`src/rtl/halloween_sequencer.sv`:
```
// halloween_sequencer: programmable show sequencer driving lamps, sounds and effects
// from a DEPTH-slot program of {opcode, hold duration} steps.
module halloween_sequencer #(
    parameter int DEPTH = 8,
    parameter int DUR_W = 4,
    localparam int AW = $clog2(DEPTH)
) (
    input  logic               clk,
    input  logic               rst,
    input  logic               start,
    input  logic               stop,
    input  logic               loop_en,
    input  logic               wr_en,
    input  logic [AW-1:0]      wr_addr,
    input  logic [3+DUR_W:0]   wr_data,
    output logic [2:0]         color,
    output logic [2:0]         sound,
    output logic [2:0]         effect,
    output logic               busy,
    output logic               done,
    output logic [AW-1:0]      pc
);
    typedef enum logic [1:0] {IDLE, EXEC, HOLD} state_t;
    localparam logic [3:0] OP_RESET = 4'b0001;
    localparam logic [3:0] OP_HALT  = 4'b0011;

    state_t           state;
    logic [3+DUR_W:0] mem [DEPTH];
    logic [AW-1:0]    cur;
    logic [DUR_W-1:0] cnt;
    logic             fin;

    logic [3:0]       op;
    logic [DUR_W-1:0] dur;
    logic [2:0]       hot;
    logic             valid_lo, is_col, is_snd, is_eff, is_rst, last;
    logic [AW-1:0]    nxt;

    assign {op, dur} = mem[cur];
    assign hot       = 3'b001 << op[1:0];
    assign valid_lo  = op[1:0] != 2'b11;
    assign is_col    = op[3:2] == 2'b01 && valid_lo;
    assign is_snd    = op[3:2] == 2'b10 && valid_lo;
    assign is_eff    = op[3:2] == 2'b11 && valid_lo;
    assign is_rst    = op == OP_RESET;
    assign last      = cur == AW'(DEPTH - 1);
    assign nxt       = is_rst ? '0 : cur + 1'b1;

    // fin marks that the step just applied was the final one of a one-shot run;
    // the run ends at the edge where the following step would have been applied.
    always_ff @(posedge clk) begin
        if (rst) begin
            state  <= IDLE;
            cur    <= '0;
            cnt    <= '0;
            fin    <= 1'b0;
            color  <= '0;
            sound  <= '0;
            effect <= '0;
            busy   <= 1'b0;
            done   <= 1'b0;
            pc     <= '0;
            for (int i = 0; i < DEPTH; i++) mem[i] <= '0;
        end else begin
            done <= 1'b0;
            if (wr_en) mem[wr_addr] <= wr_data;
            case (state)
                IDLE: begin
                    if (start && !stop) begin
                        state <= EXEC;
                        busy  <= 1'b1;
                        cur   <= '0;
                        fin   <= 1'b0;
                    end
                end
                EXEC: begin
                    if (stop || fin) begin
                        state  <= IDLE;
                        busy   <= 1'b0;
                        done   <= !stop;
                        sound  <= '0;
                        effect <= '0;
                    end else if (op == OP_HALT) begin
                        state  <= IDLE;
                        busy   <= 1'b0;
                        done   <= 1'b1;
                        sound  <= '0;
                        effect <= '0;
                        pc     <= cur;
                    end else begin
                        pc     <= cur;
                        color  <= is_rst ? 3'b000 : is_col ? hot : color;
                        sound  <= is_snd ? hot : 3'b000;
                        effect <= is_eff ? hot : 3'b000;
                        fin    <= !is_rst && last && !loop_en;
                        cur    <= nxt;
                        cnt    <= dur;
                        state  <= dur == '0 ? EXEC : HOLD;
                    end
                end
                HOLD: begin
                    if (stop) begin
                        state  <= IDLE;
                        busy   <= 1'b0;
                        sound  <= '0;
                        effect <= '0;
                    end else if (cnt == DUR_W'(1)) begin
                        state <= EXEC;
                    end else begin
                        cnt <= cnt - 1'b1;
                    end
                end
                default: state <= IDLE;
            endcase
        end
    end
endmodule

```
`config.mk`:
```
export PLATFORM = sky130hd
export DESIGN_NAME = halloween_sequencer
export DESIGN_NICKNAME = d
export VERILOG_FILES = /design/src/rtl/halloween_sequencer.sv
export SDC_FILE = /design/constraint.sdc
export NUM_CORES = 1
export LEC_CHECK = 0
export CORE_UTILIZATION = 35
export CTS_CLUSTER_DIAMETER = 40
export DETAILED_ROUTE_END_ITERATION = 8
export GPL_TIMING_DRIVEN = 1
export HOLD_SLACK_MARGIN = 0.03
export PLACE_DENSITY = 0.63
export SLEW_MARGIN = 20
export SYNTH_ARGS = -nofsm -noshare
export SYNTH_HDL_FRONTEND = slang
export SYNTH_SLANG_ARGS = --single-unit
```
`constraint.sdc`:
```
create_clock -name clk -period 5.04 [get_ports clk]
set_input_delay 0.756 -clock clk [delete_from_list [all_inputs] [get_ports clk]]
set_output_delay 0.756 -clock clk [all_outputs]
set_load 0.01 [all_outputs]
```
After elaboration in Yosys (flattened, before gate mapping)
Memory sizes are Yosys's and may differ from the RTL's. A register that Yosys moved wholly into a read port is not among the register bits.
Cells that the tools add are included.
- register bits: 24
- memory bits (writable): 64
- input port bits: 17
- output and inout port bits: 14
- logic and storage cells: 109
- memories: 1
- add/sub/neg operators: 2
- equal/unequal tests: 18
- shift-type cells: 1
- muxes and demuxes: 49
- bitwise operators: 3
- reduce and logical (&&, ||, !) cells: 25
- memories (memory ; words ; bits a word ; read ports ; clocked after memory_dff ; write ports ; RTL line ; source):
    mem ; 8 ; 8 ; 1 ; 1 ; 8 ; 28 ; logic [3+DUR_W:0] mem [DEPTH];
- operators with widths (kind ; count):
    3-bit 2-to-1 mux ; 16
    3-bit case mux with 2 select lines ; 3
    4-bit 2-to-1 mux ; 4
    1-bit 2-to-1 mux ; 15
    2-bit inequality test, second input constant ; 7
    2-bit 2-to-1 mux ; 6
    4-bit AND reduction ; 3
    4-bit by 1-bit equality test with 1-bit output, second input constant ; 2
    8-bit 2-to-1 mux ; 1
    4-bit case mux with 2 select lines ; 1
    8-bit OR reduction ; 1
    2-bit equality test, second input constant ; 3
    1-bit logical AND ; 6
    3-bit inequality test, second input constant ; 2
    2-bit case mux with 3 select lines ; 1
    2-bit AND reduction ; 3
    2-bit nonzero test ; 3
    5-bit AND reduction ; 1
    2-bit by 1-bit equality test with 1-bit output, second input constant ; 2
    4-bit by 2-bit equality test with 1-bit output, second input constant ; 1
    4-bit zero test ; 1
    4-bit by 1-bit subtractor with 4-bit output, second input constant ; 1
    3-bit by 1-bit adder with 3-bit output, second input constant ; 1
    3-bit equality test, second input constant ; 1
    other kinds (9) ; 13

Longest topological paths before layout
- depth in word-level cells: 7
- mapped depth: 8
- depth with buffers taken out: 7

Worst setup path before layout
Ideal clock, no wire load.
- kind: reg-to-reg
- start: register (tool-made name)
- end: register busy
- setup time: 0.123 ns
- arrival: 2.066 ns
- required time: 4.917 ns
- slack: 2.851 ns
- stages on the path, launching flop included: 8
- path buffers: 2
- period minus slack after synthesis: 2.189 ns
- path through: dfxtp_1 -> buf_6 -> buf_12 -> mux4_2 -> mux2i_4 -> a41oi_4 -> nor4_2 -> mux2_1
- RTL lines (element ; RTL line ; source):
    end signal: assignment ; 60 ; busy <= 1'b0;
    end signal: assignment ; 71 ; busy <= 1'b1;
    end signal: assignment ; 79 ; busy <= 1'b0;
    end: declaration ; 19 ; output logic busy,

==> impl_metrics.env <==
export IMPL_rows=40
export IMPL_synth_largest_area_cell="edfxtp_1"
export IMPL_required_ns=5.26
export IMPL_ys_seq_area_share_pct=55.8
export IMPL_hold_class="reg2reg"
export IMPL_slowest_stage="dfxtp_1"
export IMPL_clock_sinks=91
export IMPL_syn_instance_count=341
export IMPL_ir_drop_mv=0.239
export IMPL_cp_num_buf_inv=0
export IMPL_slew_violations=0
export IMPL_power_density_mw_per_mm2=331
export IMPL_first_pass_iters=4
export IMPL_cp_max_fo=16
export IMPL_design_area_sq_mm=0.00518
export IMPL_grt_pass1_vias=2696
export IMPL_grt_busiest_layer="met2"
export IMPL_root_buffer="clkbuf_16"
export IMPL_worst_pin_slew_ns=0.916
export IMPL_synth_seq_cells=91
export IMPL_grt_pass1_wl_um=14900
export IMPL_antenna_found_initial=0
export IMPL_final_hold_viol_count=0
export IMPL_path_clk_slew_ns=0.06
export IMPL_synth_top_area_share_pct=43.6
export IMPL_clock_path_buffers=2
export IMPL_drt_wirelength_per_cell_um=17.1
export IMPL_dpl_cell_area_sq_mm=0.00487
export IMPL_port_buffers=30
export IMPL_status="finished clean"
export IMPL_clk_insertion_delay_late_ns=0.34
export IMPL_hpwl_um=6700
export IMPL_vias_per_cell=5.04
export IMPL_cp_arrival_ns=3.11
export IMPL_cts_buffers_inserted=9
export IMPL_skew_ns=0.0110
export IMPL_drc=0
export IMPL_path_cells="mux4_1, mux2i_4, a41oi_4, nor4_2, mux2_1"
export IMPL_slew_headroom_pct=38.9
export IMPL_via_count=2747
export IMPL_ant_nets=0
export IMPL_syn_nets=366
export IMPL_area_growth_pct=17.5
export IMPL_cp_end_kind="flip-flop"
export IMPL_setup_viol=0
export IMPL_nNetsFinal=398
export IMPL_met3_usage_pct=4.24
export IMPL_crit_type="reg2reg"
export IMPL_drtIter0Drc=162
export IMPL_grtUsageMet2_pct=26.0
export IMPL_place_congestion=0.780
export IMPL_tns_ns=0
export IMPL_syn_cell_area_sq_mm=0.00441
export IMPL_htree_levels=3
export IMPL_grt_met1_usage_pct=19.6
export IMPL_slowest_delay_ns=0.92
export IMPL_finalCritPeriodShare_pct=57.3
export IMPL_die_h_um=114
export IMPL_critPathLaunchType="flip-flop"
export IMPL_ios=31
export IMPL_wl_um=9320
export IMPL_diodes=0
export IMPL_postCtsHoldBufs=0
export IMPL_cts_repair_resized=0
export IMPL_synth_area_top_cells="edfxtp_1, dfxtp_1, and2_1"
export IMPL_synth_avg_cell_area_sq_um=12.9
export IMPL_dieWidth_um=114
export IMPL_drive_gt1_share_pct=8.49
export IMPL_synthDistinctLibCells=48
export IMPL_crit_family="multiplexers"
export IMPL_coreArea_sq_mm=0.0122
export IMPL_leakage_nw=1.77
export IMPL_yosys_warnings=0
export IMPL_initial_core_util_pct=36.3
export IMPL_dieArea_sq_mm=0.0131
export IMPL_grt_usage_pct=15.5
export IMPL_post_cts_buffers=0
export IMPL_cts_tree="done"
export IMPL_grt_max_degree=24
export IMPL_fmax_ghz=0.346
export IMPL_rsz0062_at_grt="no"
export IMPL_grt_overflow=0
export IMPL_min_period_ns=2.89
export IMPL_drv_cap=0
## routing by layer
metal  share of wire (%)  routed length [um]
met1                  45                4180
met2                  50                4650
met3                 3.7                 349
met4                 1.4                 135
met5                   0                   0
## worst register-to-register path, stage by stage (launching register included)
cell	delay [ns]
dfxtp_1	0.92
mux4_1	0.71
mux2i_4	0.33
a41oi_4	0.19
nor4_2	0.28
mux2_1	0.34
## power breakdown
| part | total, mW | internal [mW] | switching (mW) |
|---|---|---|---|
| clock network | 0.721 | 0.436 | 0.285 |
| logic | 0.141 | 0.0604 | 0.0803 |
| registers | 0.855 | 0.837 | 0.0179 |
| total | 1.72 | 1.33 | 0.383 |
## kinds of logic (layout without fill, tap and decap cells)
group / after synthesis / after routing / synth area share [%]
and+or+nand+nor: 140 / 140 / 17.8
DFF: 91 / 91 / 55.8
AOI/OAI and AO/OA: 45 / 45 / 7.20
muxes: 36 / 36 / 14.6
buffers and inverters: 21 / 57 / 2.38
adders and majority gates: 8 / 8 / 2.27
## state kept, by name, summed over array words and instances, names as in the netlist, named ones only
signal	cells
cur	3
busy	1
cnt	4
color	3
mem	64
fin	1
done	1
effect	3
pc	3
sound	3
state	2
## cells in the mapped netlist (all sizes together)
cell / n
o32ai: 3
a21oi: 12
inv: 9
nor3b: 1
buf: 5
o31a: 1
a21boi: 1
nor3: 4
a41oi: 2
dfxtp: 27
nand3: 8
o31ai: 1
clkbuf: 6
a22oi: 6
o211ai: 1
mux2i: 16
nand2b: 4
a31oi: 1
a2111o: 1
and2: 66
mux2: 4
edfxtp: 64
o211a: 1
o22ai: 1
nor4: 5
nand3b: 2
and4: 1
nand4: 1
o21ai: 11
clkinv: 1
o21bai: 1
a41o: 1
a211oi: 1
nor2b: 6
nor2: 19
or2: 3
ha: 8
mux4: 16
nand2: 20
## final timing paths
check	start	cells past startpoint	endpoint	slack, ns
worst min-delay path	pc[0]	2	pc[0]	0.46
worst max-delay path	flip-flop	5	busy	2.15
worst max register to register	flip-flop	5	busy	2.15
worst min register to register	pc[0]	2	pc[0]	0.46
## per-stage QoR
step / cells / hold WS, ns / power [mW] / util, % / setup WS [ns]
floorplan: 341 / 0.449 / 0.954 / - / 2.85
global placement: 530 / 0.462 / 1.01 / 40.0 / 2.06
detailed placement: 530 / 0.454 / 1.01 / 40.0 / 1.97
CTS: 545 / 0.463 / 1.73 / 42.6 / 2.15
global route: 545 / 0.501 / 1.78 / 42.6 / 2.06
finish: 545 / 0.463 / 1.72 / 42.6 / 2.15
## layout make-up
type | count | area [sq um]
clock buffer | 10 | 229
clock inverter | 5 | 85.1
fill | 1153 | 6980
inverter | 10 | 37.5
multi-input combinational | 229 | 1840
sequential | 91 | 2460
tap | 168 | 210
timing repair buffer | 32 | 315
## layout by cell type, fill, tap and decap left out, types with 2 or more instances in the layout
cell	n
inv_1	9
a22oi_1	6
nand2b_1	4
buf_4	2
o21ai_1	6
and2_1	65
nand3b_1	2
nand2_1	20
dfxtp_1	27
inv_6	2
nand3_1	8
o21ai_0	5
mux4_2	2
or2_2	3
nor4_1	3
ha_1	8
bufinv_16	2
clkbuf_16	9
clkdlybuf4s50_1	30
nor3_1	4
o32ai_1	3
mux4_1	14
a21oi_1	12
nor4_2	2
nor2b_1	6
edfxtp_1	64
mux2_2	3
mux2i_1	14
nor2_1	19
mux2i_4	2
No activity file was read; power rests on OpenSTA's default activity.
